==> src/rtl/reg_scoreboard_pkg.sv <==
// Shared definitions for the register scoreboard: forwarding select codes,
// the Tnew field width and the per-stage slot record.
package reg_scoreboard_pkg;

  localparam logic [1:0] FWD_GRF = 2'd0;
  localparam logic [1:0] FWD_E   = 2'd1;
  localparam logic [1:0] FWD_M   = 2'd2;

  localparam int TNEW_W = 2;

  typedef struct packed {
    logic              valid;
    logic [4:0]        a3;
    logic [TNEW_W-1:0] tnew;
  } slot_t;

  // A slot moving one stage down the pipe is one cycle closer to its result;
  // Tnew bottoms out at zero.
  function automatic slot_t slot_age(input slot_t s);
    slot_t r;
    r = s;
    if (s.tnew != '0) r.tnew = s.tnew - 1'b1;
    return r;
  endfunction

endpackage

==> src/rtl/reg_scoreboard_sb_match.sv <==
// One read port of the scoreboard: finds the youngest in-flight writer of the
// requested register and decides between stalling and forwarding.
module sb_match
  import reg_scoreboard_pkg::*;
#(
  parameter int NSTAGE = 3
) (
  input  slot_t [NSTAGE-1:0] slots_i,
  input  logic  [4:0]        addr_i,
  input  logic  [1:0]        tuse_i,
  output logic               stall_req_o,
  output logic  [1:0]        fwd_sel_o
);

  logic  hit;
  int    hit_idx;
  slot_t hit_slot;

  // Scan oldest to youngest so the youngest matching slot is the one kept;
  // register $0 is never produced, so it never matches.
  always_comb begin
    hit      = 1'b0;
    hit_idx  = 0;
    hit_slot = '0;
    for (int i = NSTAGE - 1; i >= 0; i--) begin
      if (slots_i[i].valid && (slots_i[i].a3 == addr_i) && (addr_i != 5'd0)) begin
        hit      = 1'b1;
        hit_idx  = i;
        hit_slot = slots_i[i];
      end
    end
  end

  // Stall when the value arrives later than the reader needs it; forward only
  // from E or M once the result exists, W is covered by the GRF write bypass.
  always_comb begin
    stall_req_o = hit && (hit_slot.tnew > tuse_i);
    fwd_sel_o   = FWD_GRF;
    if (hit && (hit_slot.tnew == '0)) begin
      if (hit_idx == 0)      fwd_sel_o = FWD_E;
      else if (hit_idx == 1) fwd_sel_o = FWD_M;
    end
  end

endmodule

==> src/rtl/reg_scoreboard.sv <==
// Register scoreboard for a classic pipeline: tracks destination/Tnew of the
// instructions in E, M and W and drives stall and forwarding selects for the
// two D-stage read ports.
module reg_scoreboard
  import reg_scoreboard_pkg::*;
#(
  parameter int NSTAGE = 3
) (
  input  logic        Clk,
  input  logic        Reset,
  input  logic        IssueValid,
  input  logic        IssueRegWrite,
  input  logic [4:0]  IssueA3,
  input  logic [1:0]  IssueTnew,
  input  logic [4:0]  A1,
  input  logic [4:0]  A2,
  input  logic [1:0]  Tuse1,
  input  logic [1:0]  Tuse2,
  output logic        Stall,
  output logic [1:0]  Fwd1Sel,
  output logic [1:0]  Fwd2Sel,
  output logic [31:0] StallCnt
);

  slot_t [NSTAGE-1:0] slots_q;
  slot_t [NSTAGE-1:0] slots_d;
  slot_t              e_slot_d;
  logic  [31:0]       stall_cnt_q;
  logic  [31:0]       stall_cnt_d;
  logic               stall1;
  logic               stall2;

  sb_match #(.NSTAGE(NSTAGE)) u_match1 (
    .slots_i     (slots_q),
    .addr_i      (A1),
    .tuse_i      (Tuse1),
    .stall_req_o (stall1),
    .fwd_sel_o   (Fwd1Sel)
  );

  sb_match #(.NSTAGE(NSTAGE)) u_match2 (
    .slots_i     (slots_q),
    .addr_i      (A2),
    .tuse_i      (Tuse2),
    .stall_req_o (stall2),
    .fwd_sel_o   (Fwd2Sel)
  );

  assign Stall    = stall1 | stall2;
  assign StallCnt = stall_cnt_q;

  // New E contents: the issuing instruction, or a bubble when stalled/idle.
  always_comb begin
    e_slot_d = '0;
    if (!Stall && IssueValid) begin
      e_slot_d.valid = IssueRegWrite && (IssueA3 != 5'd0);
      e_slot_d.a3    = IssueA3;
      e_slot_d.tnew  = IssueTnew;
    end
  end

  // Shift the pipe: each older stage takes the aged contents of the younger.
  always_comb begin
    slots_d[0] = e_slot_d;
    for (int i = 1; i < NSTAGE; i++) begin
      slots_d[i] = slot_age(slots_q[i-1]);
    end
  end

  // Stall counter saturates instead of wrapping.
  always_comb begin
    stall_cnt_d = stall_cnt_q;
    if (Stall && (stall_cnt_q != 32'hFFFF_FFFF)) stall_cnt_d = stall_cnt_q + 32'd1;
  end

  // State registers; reset wipes every in-flight instruction at once.
  always_ff @(posedge Clk or posedge Reset) begin
    if (Reset) begin
      slots_q     <= '0;
      stall_cnt_q <= '0;
    end else begin
      slots_q     <= slots_d;
      stall_cnt_q <= stall_cnt_d;
    end
  end

endmodule

==> config.mk <==
export PLATFORM = sky130hd
export DESIGN_NAME = reg_scoreboard
export DESIGN_NICKNAME = d
export VERILOG_FILES = /design/src/rtl/reg_scoreboard_pkg.sv /design/src/rtl/reg_scoreboard_sb_match.sv /design/src/rtl/reg_scoreboard.sv
export SDC_FILE = /design/constraint.sdc
export NUM_CORES = 1
export LEC_CHECK = 0
export CAP_MARGIN = 20
export CORE_ASPECT_RATIO = 2
export CORE_UTILIZATION = 56
export CTS_BUF_LIST = sky130_fd_sc_hd__clkbuf_4
export CTS_CLUSTER_DIAMETER = 200
export DETAILED_ROUTE_END_ITERATION = 10
export DONT_BUFFER_PORTS = 1
export PLACE_DENSITY = 0.71
export RECOVER_POWER = 25
export SLEW_MARGIN = 40
export SYNTH_ARGS = -nofsm -noshare
export SYNTH_HDL_FRONTEND = slang
export SYNTH_SLANG_ARGS = --single-unit
==> constraint.sdc <==
create_clock -name Clk -period 9.5 [get_ports Clk]
set_input_delay 2.375 -clock Clk [delete_from_list [all_inputs] [get_ports Clk]]
set_output_delay 2.375 -clock Clk [all_outputs]
set_load 0.02 [all_outputs]
# [After elaboration in Yosys (flattened, before gate mapping)]
# Index checks and enable logic that the tools add are counted.
[totals] ff_bits=56 latch_bits=0 ram_bits=0 romBits=0 inputBits=25 mem_count=0
[classes] add_sub_neg=3 mul=0 div_mod_pow=0 n_lt_le_gt_ge=2 n_eq_ne=9 shift=0 mux=27 bitwise_logic=1 reduce_logical=29
[ops] op="$logic_not 32->1" count=2
[ops] op="$mux 2" count=20
[ops] op="$add 32x1->32 const B" count=1
[ops] op="$ne 32x32->1 const B" count=1
[ops] op="$eq 5x5->1" count=6
[ops] op="$logic_and 1x1->1" count=19
[ops] op="$reduce_bool 5->1" count=3
[ops] op="$mux 8" count=1
[ops] op="$mux 1" count=6
[ops] op="$eq 2x1->1 const B" count=2
[ops] op="$gt 2x2->1" count=2
[ops] op="$logic_not 2->1" count=2
[ops] op="$reduce_bool 2->1" count=2
[ops] op="$sub 2x1->2 const B" count=2
[ops] op="$logic_not 1->1" count=1
[ops] op="$or 1x1->1" count=1

# [Longest topological paths before layout]
# Gate-level depths: netlist of run 1.
[logic_depth] ltp_word=12 ltp_mapped=17 ltp_nobuf=15

# [Hierarchy]
# Synthesis of run 1 repeated with hierarchy kept, for this count alone.
[hier_totals] cells_unflattened=281 hier_area_um2=2957.8
[modules_own_cells] mod="reg_scoreboard" instances=1 cells_each=195 area_per_inst_um2=2284.7
[modules_own_cells] mod="sb_match" instances=2 cells_each=43 area_per_inst_um2=336.6

# [Least setup slack after synthesis of run 1]
# OpenSTA, ideal clock, no wires.
[synth_timing] path_type="input -> output" start="input port A1[1]" end="output port Stall" arrival_time_ps=4388 slack_ps=2737 path_stages=11 path_buffers=0 cell_sequence="or4_4 nor2_4 nor4_2 nor2b_1 a22oi_1 o21ai_0 ha_1 a21oi_1 a21oi_1 o31ai_4 nand2_1"
[synth_via] elab_chain_cells=9 elab_cells_between_ends=19
[synth_rtl] item="start, declared" line="reg_scoreboard.sv:15" source="input logic [4:0] A1,"
[synth_rtl] item="$eq 5x5->1" line="reg_scoreboard_sb_match.sv:26" source="if (slots_i[i].valid && (slots_i[i].a3 == addr_i) && (addr_i != 5'd0)) begin"
[synth_rtl] item="$logic_and 1x1->1 (2 in a row)" line="reg_scoreboard_sb_match.sv:26"
[synth_rtl] item="$mux 2 (3 in a row)" line="reg_scoreboard_sb_match.sv:26"
[synth_rtl] item="$gt 2x2->1" line="reg_scoreboard_sb_match.sv:37" source="stall_req_o = hit && (hit_slot.tnew > tuse_i);"
[synth_rtl] item="$logic_and 1x1->1 (*)" line="reg_scoreboard_sb_match.sv:37"
[synth_rtl] item="$or 1x1->1 (*)" line="reg_scoreboard.sv:49" source="assign Stall = stall1 | stall2;"
[synth_rtl] item="end, declared" line="reg_scoreboard.sv:19" source="output logic Stall,"
# Mark *: on every way between the ends. The rest lies on a longest branch, timed or not.

# [Final worst setup path of run 1]
[layout_timing] start="input port A2[1]" end="output port Stall"
[layout_via] elab_chain_cells=9 elab_cells_between_ends=19
[layout_rtl] item="start, declared" line="reg_scoreboard.sv:16" source="input logic [4:0] A2,"
[layout_rtl] item="$eq 5x5->1" line="reg_scoreboard_sb_match.sv:26"
[layout_rtl] item="$logic_and 1x1->1 (2 in a row)" line="reg_scoreboard_sb_match.sv:26"
[layout_rtl] item="$mux 2 (3 in a row)" line="reg_scoreboard_sb_match.sv:26"
[layout_rtl] item="$gt 2x2->1" line="reg_scoreboard_sb_match.sv:37"
[layout_rtl] item="$logic_and 1x1->1 (*)" line="reg_scoreboard_sb_match.sv:37"
[layout_rtl] item="$or 1x1->1 (*)" line="reg_scoreboard.sv:49"
# Marked as above.

==> results.md, run 1 <==
- Outcome: complete, but fails checks
- Violated checks: max-capacitance violations, max-slew violations
- Clock root cell: clkbuf_4
- Final hold viol count: 0
- GRT Util Overall: 23.8%
- Simple-Gate Fraction of Synth Area: 24.9%
- Drt pass-1 iters: 4
- Post-synthesis instance total: 253
- Register area share after synthesis: 47.8%
- Clk Latency, worst-skew pair: 0.39 ns
- Comb power frac: 7.4%
- Post-synthesis mux area share: 0.384%
- Most frequent cell after synthesis: dfrtp_1
- Initial core utilization: 59.2%
- Max Cap Viol: 1
- Post-Syn Nets: 283
- GR Layer Usage met2: 43.0%
- Post-CTS sizing: 0
- Antenna violations before repair: 0
- Net Sw Frac: 24.9%
- IO Pins: 62
- Worst setup path start: A2[1]
- Worst endpoint required time: 7.13 ns
- Post-DP HPWL: 4.40 mm
- Area contributors post-synth: dfrtp_1 (48%), xnor2_1 (14%), nand4_1 (4.7%)
- Most used DFF post-synth: dfrtp_1
- Highest clock rate: 144 MHz
- Setup Buffers After CTS: 0
- Total negative slack: 0 ns
- Synth cell count leaders: dfrtp_1 (56), xnor2_1 (48), nand4_1 (22), xor2_1 (13), and2_1 (12)
- Worst-Margin Slew: 2.96 ns
- Post-synth EDFFs: 0
- Layout Skew: 0.00829 ns
- Fin nets: 287
- Cts hold-fix bufs: 0
- Die Span X: 53.2 µm
- Reg power frac: 61.9%
- CTS tree: yes
- 1st-iter DRT viols: 33
- Die Area: 5550 µm²
- Max Transition Viols Final: 57
- Die height: 104 µm
- Worst-path maximum fanout: 4
- I/O Buffers: 0
- Largest family of logic cells by synthesized area: simple AND/OR/NAND/NOR gates
- Row count: 36
- Post-route ant nets: 0
- Layout cell share with drive strength beyond 1: 13.2%
- H-tree depth: 2
- Finished Layout Cells: 315
- Total core area: 4950 µm²
- Asr flop ratio synth: 100%
- Pwr dens: 137 nW/µm²
- Worst Hold Class: flip-flop to flip-flop
- Synth Area in Compound Gates: 4.74%
- Lkg Pwr: 1.26 nW
- Unrepaired setup endpoints after global routing: false
- N_diodes: 0
- End point of the critical path: Stall
- Synth Area per Inst: 11.6 µm²
- Internal: 0.315 mW
- CTS clk-pin slew, worst paths: 0.15 ns
- GR peak layer: met2
- Hold WS: 0.432 ns
- First-pass GRT wire length: 9.39 mm
- Net Sw Power: 0.104 mW
- Critical Path AT: 4.59 ns
- Post-Synth XOR/XNOR Area: 18.2%
- Adder-Cell Fraction of Synth Area: 2.13%
- Clk pwr share: 30.8%
- Clock sink total: 56
- Worst r2r dst: StallCnt[1]$_DFFE_PP0P_
- Met1 usage: 23.6%
- Peak supply drop: 0.124 mV
- Largest net degree at the start of global routing: 57
- Reg2reg start: slots_d[20]$_DFF_PP0_
- Critical Path Sink Type: output port
- Vias per cell: 5.95
- Max-slew headroom: -97.1%
- Routed wire length: 5.80 mm
- Total congestion overflow: 0
- CTS buffer count: 5
- Reg-to-reg setup timing slack: 6.17 ns
- Share of the synthesized area in the top cell type: 47.8%
- Synth Register Bits: 56
- Routability cong.: 0.789
- Drc violations: 0
- CP Class: input pin to output port
- Distinct cell type count after synthesis: 38
- CP startpoint kind: input pin
- Vias: 1875
- Placed instance count: 307
- Worst Reg-to-Reg Cells: 13
- Tcrit/Tclk final: 73.3%
- Area of the mapped netlist: 2930 µm²
- Met3 Use GR: 6.14%
- Routed WL per cell: 18.4 µm
- Number of global-route vias before repair: 1992
- Warnings, synthesis: 0
- Area growth, synth to finish: 4.74%
- Area leader, netlist: dfrtp_1
- Fin crit period: 6.96 ns
- Final setup viols: 0
- Clock Tree Buf Depth: 2
## power by group through the flow
stage | clock network [mW] | registers [mW] | logic (mW)
after global routing | 0.141 | 0.261 | 0.0351
final | 0.129 | 0.260 | 0.0309
after global placement | 0 | 0.264 | 0.0304
after floorplan | 0 | 0.262 | 0.0267
after CTS | 0.135 | 0.260 | 0.0320
after detailed placement | 0 | 0.264 | 0.0320
## routing by layer
layer,part of all wire (%),vias up
met5,0,-
met4,2.5,0
met3,4.8,12
met2,58,49
li1,-,892
met1,35,922
## cell usage in the layout (no fill, tap or decap), types with 2 or more instances in the layout
cell      synthesis  routed
xnor2_1          48      48
nand2_1           7       7
nand4_1          22      22
nor2b_1           4       4
and3_1            9       9
nand2b_1          3       3
and2_1           12      10
o31ai_4           2       2
and2_0            0       2
ha_1              5       5
xor2_1           13      13
nor4b_2           0       2
nand2_2           7       7
or4_4             2       2
o21ai_0           2       2
nor2_1            9       9
nor4_2            2       2
nor4_4            4       4
nand3_2           2       2
nand3b_1          3       3
nor3b_1           2       2
a21oi_1           6       6
dfrtp_1          56      56
inv_1             5       5
a22oi_1           4       4
nand3_1           7       7
clkbuf_4          0       5
## flip-flops by register name (all words and copies together) (netlist names)
signal	flops
StallCnt	32
slots_d	12
slots_q	12
## layout make-up
cell class / count / area, µm²
fillers: 429 / 1880
repair buffers: 2 / 11.3
multi-input cells: 187 / 1490
clock buffers: 5 / 37.5
flip-flops and latches: 56 / 1400
clock inverters: 3 / 42.5
well taps: 57 / 71.3
inverters: 5 / 18.8
## how the worst min path moves through the flow
stage | start | endpoint | cells past startpoint
6_report | slots_d[23]$_DFF_PP0_ | slots_q[23]$_DFF_PP0_ | 0
5_1_grt | slots_d[23]$_DFF_PP0_ | slots_q[23]$_DFF_PP0_ | 0
3_5_place_dp | slots_d[23]$_DFF_PP0_ | slots_q[23]$_DFF_PP0_ | 0
3_3_place_gp | slots_d[23]$_DFF_PP0_ | slots_q[23]$_DFF_PP0_ | 0
2_1_floorplan | slots_d[15]$_DFF_PP0_ | slots_d[23]$_DFF_PP0_ | 0
4_1_cts | slots_d[23]$_DFF_PP0_ | slots_q[23]$_DFF_PP0_ | 0
## logic make-up (layout without fill, tap and decap cells)
family	Yosys count	after routing
simple gates	104	104
mux	1	1
compound gates	16	16
flops	56	56
buf+inv	10	15
fa+ha+maj	5	5
xor+xnor	61	61
## metrics by stage
step | util [%] | cell area (µm²) | power (mW) | setup slack (ns)
finish | 62.0 | 3070 | 0.419 | 2.54
global route | 62.0 | 3070 | 0.437 | 2.34
CTS | 62.1 | 3080 | 0.427 | 2.53
floorplan | - | 2930 | 0.288 | 2.74
detailed placement | 60.5 | 3000 | 0.296 | 2.53
global placement | 60.2 | 2980 | 0.294 | 2.64
## critical path: stages
cell     delay [ns]
or4_4          0.55
nor2_8         0.14
nor4_2         0.09
nor2b_1        0.15
a22oi_1        0.16
o21ai_0        0.10
ha_1           0.32
a21oi_1        0.07
a21oi_1        0.24
o31ai_4        0.14
nand2_1        0.25
(Power assumes the default switching activity.)
==> run 2, diff against run 1 <==
==> constraint.sdc (replaced) <==
create_clock -name Clk -period 7 [get_ports Clk]
set_input_delay 1.75 -clock Clk [delete_from_list [all_inputs] [get_ports Clk]]
set_output_delay 1.75 -clock Clk [all_outputs]
set_load 0.02 [all_outputs]
==> run 2 against run 1 <==
Against the previous run:
- the flow still finishes with violations (max-capacitance violations, max-slew violations)
- sequential power rose by 35%
- global-route usage fell by 1.1 points
- utilization did not move
- final cell count did not move
- largest power group unchanged
- wire length fell by 1.4%
- flip-flop and latch count did not move
- clock power rose by 36%
- sequential share of layout area did not move
- cell area did not move
- clock skew rose by 0.0082 ns
- critical path type unchanged
- critical path depth did not move
==> results.md, run 2 (synthesized netlist as in run 1, its figures left out) <==
- Max Cap Viol: 1
- Hold WS: 0.429 ns
- Row count: 36
- Final WS setup: 1.29 ns
- Worst-path maximum fanout: 4
- Unrepaired setup endpoints after global routing: false
- CTS tree: yes
- Reg-to-reg setup timing slack: 3.69 ns
- Initial core utilization: 59.2%
- IO Pins: 62
- CP Class: input pin to output port
- Clock sink total: 56
- CP startpoint kind: input pin
- Number of flip-flops in the largest register: 32
- Fill cell count: 414
- Worst endpoint required time: 5.25 ns
- I/O Buffers: 0
- Final hold viol count: 0
- Pre-CTS WS: 1.27 ns
- Pwr dens: 185 nW/µm²
- Placed Area: 3000 µm²
- Max Transition Viols Final: 57
- Area growth, synth to finish: 4.74%
- Die Span X: 53.2 µm
- Drc violations: 0
- H-tree depth: 2
- Antenna violations before repair: 0
- Outcome: complete, but fails checks
- Highest clock rate: 175 MHz
- Tcrit/Tclk final: 81.6%
- Fin crit period: 5.71 ns
- Layout Skew: 0.0165 ns
- Most frequent cells in the layout: dfrtp_1 (56), xnor2_1 (48), nand4_1 (22)
- Die Area: 5550 µm²
- Design Area, Final: 3070 µm²
- Routability cong.: 0.775
- Clk Latency, worst-skew pair: 0.37 ns
- Vias per cell: 5.96
- Commonest non-fill, non-tap cell in the layout: dfrtp_1
- Post-route ant nets: 0
- Total core area: 4950 µm²
- Worst Hold Class: flip-flop to flip-flop
- First-pass GRT wire length: 9.22 mm
- Fin nets: 287
- Drt pass-1 iters: 4
- Post-CTS sizing: 0
- GRT Util Overall: 22.7%
- CTS clk-pin slew, worst paths: 0.15 ns
- Worst-Margin Slew: 2.88 ns
- CTS buffer count: 5
- Cts hold-fix bufs: 0
- Critical Path Sink Type: output port
- Max-slew headroom: -92.1%
- Violated checks: max-capacitance violations, max-slew violations
- Vias: 1877
- Largest net degree at the start of global routing: 57
- Clock root cell: clkbuf_4
- Clock Tree Buf Depth: 2
- Total congestion overflow: 0
- Post-DP HPWL: 4.34 mm
- Lkg Pwr: 1.26 nW
- Peak supply drop: 0.174 mV
- 1st-iter DRT viols: 29
- Die height: 104 µm
- Total negative slack: 0 ns
- Critical Path AT: 3.96 ns
- Setup Buffers After CTS: 0
- Layout cell share with drive strength beyond 1: 13.2%
- Number of global-route vias before repair: 1918
- Routed wire length: 5.72 mm
- Routed WL per cell: 18.1 µm
- N_diodes: 0
- Final setup viols: 0
run 2: changes by cell type in the layout (fill, tap and decap cells not counted), sizes merged:
cell,before,now
clkbuf,6,7
clkinvlp,1,0
run 2: layer usage:
metal / wire length (µm) / up-vias / global-route usage (%) / part of all wire (%)
met5: 0 / - / 0 / 0
met4: 74 / 0 / 7.52 / 1.3
met3: 261 / 7 / 4.53 / 4.6
met2: 3340 / 49 / 42.0 / 58
met1: 2040 / 925 / 23.8 / 36
li1: - / 896 / - / -
run 2: final timing paths:
check,cells after the start,endpoint,startpoint
hold reg to reg,0,slots_q[23]$_DFF_PP0_,slots_d[23]$_DFF_PP0_
hold / removal,0,slots_q[23]$_DFF_PP0_,slots_d[23]$_DFF_PP0_
setup reg to reg,13,StallCnt[1]$_DFFE_PP0P_,slots_d[22]$_DFF_PP0_
max in group asynchronous,2,StallCnt[7]$_DFFE_PP0P_,Reset
setup / recovery,11,Stall,A1[1]
min in group asynchronous,2,slots_d[14]$_DFF_PP0_,Reset
run 2: area by class of cell:
| class | instances | area, µm² | share of cell area [%] |
|---|---|---|---|
| Timing Repair Buffer | 2 | 11.3 | 0.367 |
| Clock inverter | 2 | 35.0 | 1.14 |
| Inverter | 5 | 18.8 | 0.611 |
| Sequential cell | 56 | 1400 | 45.6 |
| Clock buffer | 6 | 45.0 | 1.47 |
| Tap cell | 57 | 71.3 | 2.32 |
| Multi-Input combinational cell | 187 | 1490 | 48.5 |
run 2: power by group:
group	total, mW	internal, mW	switching, mW
Clock	0.175	0.0790	0.0960
Sequential	0.352	0.334	0.0178
Combinational	0.0412	0.0186	0.0227
Total	0.568	0.432	0.137
run 2: worst max-delay path: stages:
cell,delay [ns]
or4_4,0.53
nor2_4,0.18
nor4_2,0.10
nor2b_1,0.16
a22oi_1,0.18
o21ai_0,0.11
ha_1,0.32
a21oi_1,0.06
a21oi_1,0.20
o31ai_4,0.12
nand2_1,0.24
run 2: through the flow:
step           power, mW  cells  utilization, %
2_1_floorplan      0.391    253               -
3_3_place_gp       0.399    307            60.2
3_5_place_dp       0.401    307            60.5
4_1_cts            0.577    315            62.1
5_1_grt            0.594    315            62.0
6_report           0.568    315            62.0
==> run 3, diff against run 2 <==
==> constraint.sdc (replaced) <==
create_clock -name Clk -period 5.8 [get_ports Clk]
set_input_delay 1.45 -clock Clk [delete_from_list [all_inputs] [get_ports Clk]]
set_output_delay 1.45 -clock Clk [all_outputs]
set_load 0.02 [all_outputs]
==> run 3 against run 2 <==
Against the previous run:
- clock power is 20% higher
- global-route usage is 0.061 points lower
- flip-flop and latch count stayed put
- critical endpoint unchanged
- sequential share of layout area hardly changed
- non-clock buffer count is 2 higher
- clock skew is 0.0050 ns lower
- utilization is 0.051 points higher
- first-iteration DRC count is 17% lower
- highest routed layer unchanged
- the flow still finishes with violations (max-capacitance violations, max-slew violations)
- worst setup slack worse by 0.57 ns
==> results.md, run 3 (synthesized netlist as in run 1, its figures left out) <==
- Tot Pwr: 0.684 mW
- First-pass GRT wire length: 9.17 mm
- Total congestion overflow: 0
- Critical Path AT: 3.64 ns
- Worst-Margin Slew: 2.85 ns
- Vias: 1874
- Largest net degree at the start of global routing: 57
- Net Sw Frac: 24.5%
- Post-DP HPWL: 4.32 mm
- Clk pwr share: 30.7%
- Worst setup path start: A1[1]
- CP Class: input pin to output port
- H-tree depth: 2
- Clk Latency, worst-skew pair: 0.37 ns
- N_diodes: 0
- CTS buffer count: 5
- Routability cong.: 0.804
- Worst r2r dst: StallCnt[1]$_DFFE_PP0P_
- Reg power frac: 62.1%
- Most Frequent Cell on Critical Path: a21oi_1
- Layout cell share with drive strength beyond 1: 13.1%
- Highest clock rate: 197 MHz
- Clock Tree Buf Depth: 2
- CTS tree: yes
- Final setup viols: 0
- Clock sink total: 56
- Reg-to-reg setup timing slack: 2.48 ns
- Number of flip-flops in the largest register: 32
- Tcrit/Tclk final: 87.7%
- Post-CTS sizing: 0
- Area growth, synth to finish: 4.82%
- Worst Reg-to-Reg Cells: 13
- Critical path depth in cells: 11
- Max stage delay cell, worst path: or4_4
- Outcome: complete, but fails checks
- Row count: 36
- Reg2reg start: slots_q[20]$_DFF_PP0_
- Post-route ant nets: 0
- Comb power frac: 7.2%
- Max-slew headroom: -90.1%
- Critical Path Sink Type: output port
- Routed wire length: 5.63 mm
- CP peak stage delay: 0.53 ns
- CTS clk-pin slew, worst paths: 0.16 ns
- Crit path max-delay family: simple AND/OR/NAND/NOR gates
- Drc violations: 0
- Fin nets: 289
- Cts hold-fix bufs: 0
- 1st-iter DRT viols: 24
- Lkg Pwr: 1.27 nW
- Initial core utilization: 59.2%
- Util after Layout: 62.0%
- Hold WS: 0.428 ns
- Internal: 0.516 mW
- Drt pass-1 iters: 4
- Pwr dens: 222 nW/µm²
- Placed Area: 3000 µm²
- Most frequent cells in the layout: dfrtp_1 (56), xnor2_1 (48), nand4_1 (22)
- Fin crit period: 5.09 ns
- Die Area: 5550 µm²
- End point of the critical path: Stall
- Worst Hold Class: flip-flop to flip-flop
- Peak supply drop: 0.153 mV
- Worst endpoint required time: 4.35 ns
- GRT Util Overall: 22.6%
- IO Pins: 62
- Worst-path maximum fanout: 4
- I/O Buffers: 0
- Layout Skew: 0.0115 ns
- Clock root cell: clkbuf_4
- Violated checks: max-capacitance violations, max-slew violations
- Critical path buffers and inverters: 0
- Commonest non-fill, non-tap cell in the layout: dfrtp_1
- Net Sw Power: 0.168 mW
- Total negative slack: 0 ns
- Die height: 104 µm
- Design Area, Final: 3070 µm²
- Vias per cell: 5.91
- Final hold viol count: 0
- Max Transition Viols Final: 57
- Antenna violations before repair: 0
- Die Span X: 53.2 µm
- Setup Buffers After CTS: 0
- Max Cap Viol: 1
- Worst path cell trace: or4_4, nor2_4, nor4_2, nor2b_1, a22oi_1, nor2_1, a21oi_1, ha_1, a21oi_1, o31ai_4, nand2_1
- Number of global-route vias before repair: 1916
- Total core area: 4950 µm²
- CP startpoint kind: input pin
- Unrepaired setup endpoints after global routing: false
- Routed WL per cell: 17.7 µm
## run 3: cell types whose count changed in the layout (fill, tap and decap cells not counted)
cell / delta
and2_1: +2
buf_4: +2
and2_0: -2
clkinvlp_4: +1
clkbuf_4: -1
nor4b_1: +2
nor4b_2: -2
## run 3: metrics by stage
| stage | setup slack (ns) | std cells |
|---|---|---|
| 2_1_floorplan | 0.887 | 253 |
| 5_1_grt | 0.487 | 317 |
| 3_3_place_gp | 0.790 | 309 |
| 3_5_place_dp | 0.692 | 309 |
| 4_1_cts | 0.697 | 317 |
| 6_report | 0.714 | 317 |
## run 3: power groups by stage
stage | sequential [mW] | combinational (mW) | clock (mW)
2_1_floorplan | 0.429 | 0.0438 | 0
3_3_place_gp | 0.432 | 0.0499 | 0
3_5_place_dp | 0.433 | 0.0512 | 0
4_1_cts | 0.425 | 0.0513 | 0.218
5_1_grt | 0.428 | 0.0560 | 0.233
6_report | 0.425 | 0.0493 | 0.210
## run 3: final cells by class
class,count,area [µm²]
clock inverters,3,42.5
repair buffers,4,26.3
multi-input cells,187,1480
flip-flops and latches,56,1400
well taps,57,71.3
clock buffers,5,37.5
inverters,5,18.8
fillers,400,1880
## run 3: worst min-delay path by stage
stage | from | to | slack, ns | depth (start not counted)
2_1_floorplan | slots_d[15]$_DFF_PP0_ | slots_d[23]$_DFF_PP0_ | 0.37 | 0
3_3_place_gp | slots_d[23]$_DFF_PP0_ | slots_q[23]$_DFF_PP0_ | 0.40 | 0
3_5_place_dp | slots_d[23]$_DFF_PP0_ | slots_q[23]$_DFF_PP0_ | 0.39 | 0
4_1_cts | slots_d[23]$_DFF_PP0_ | slots_q[23]$_DFF_PP0_ | 0.43 | 0
5_1_grt | slots_d[23]$_DFF_PP0_ | slots_q[23]$_DFF_PP0_ | 0.45 | 0
6_report | slots_d[23]$_DFF_PP0_ | slots_q[23]$_DFF_PP0_ | 0.43 | 0
## run 3: routing by layer
metal  share of wire, %  vias up  GRT usage [%]
li1                   -      901              -
met1                 36      914           23.2
met2                 57       50           42.0
met3                4.3        9           4.39
met4                2.5        0           8.46
met5                  0        -              0
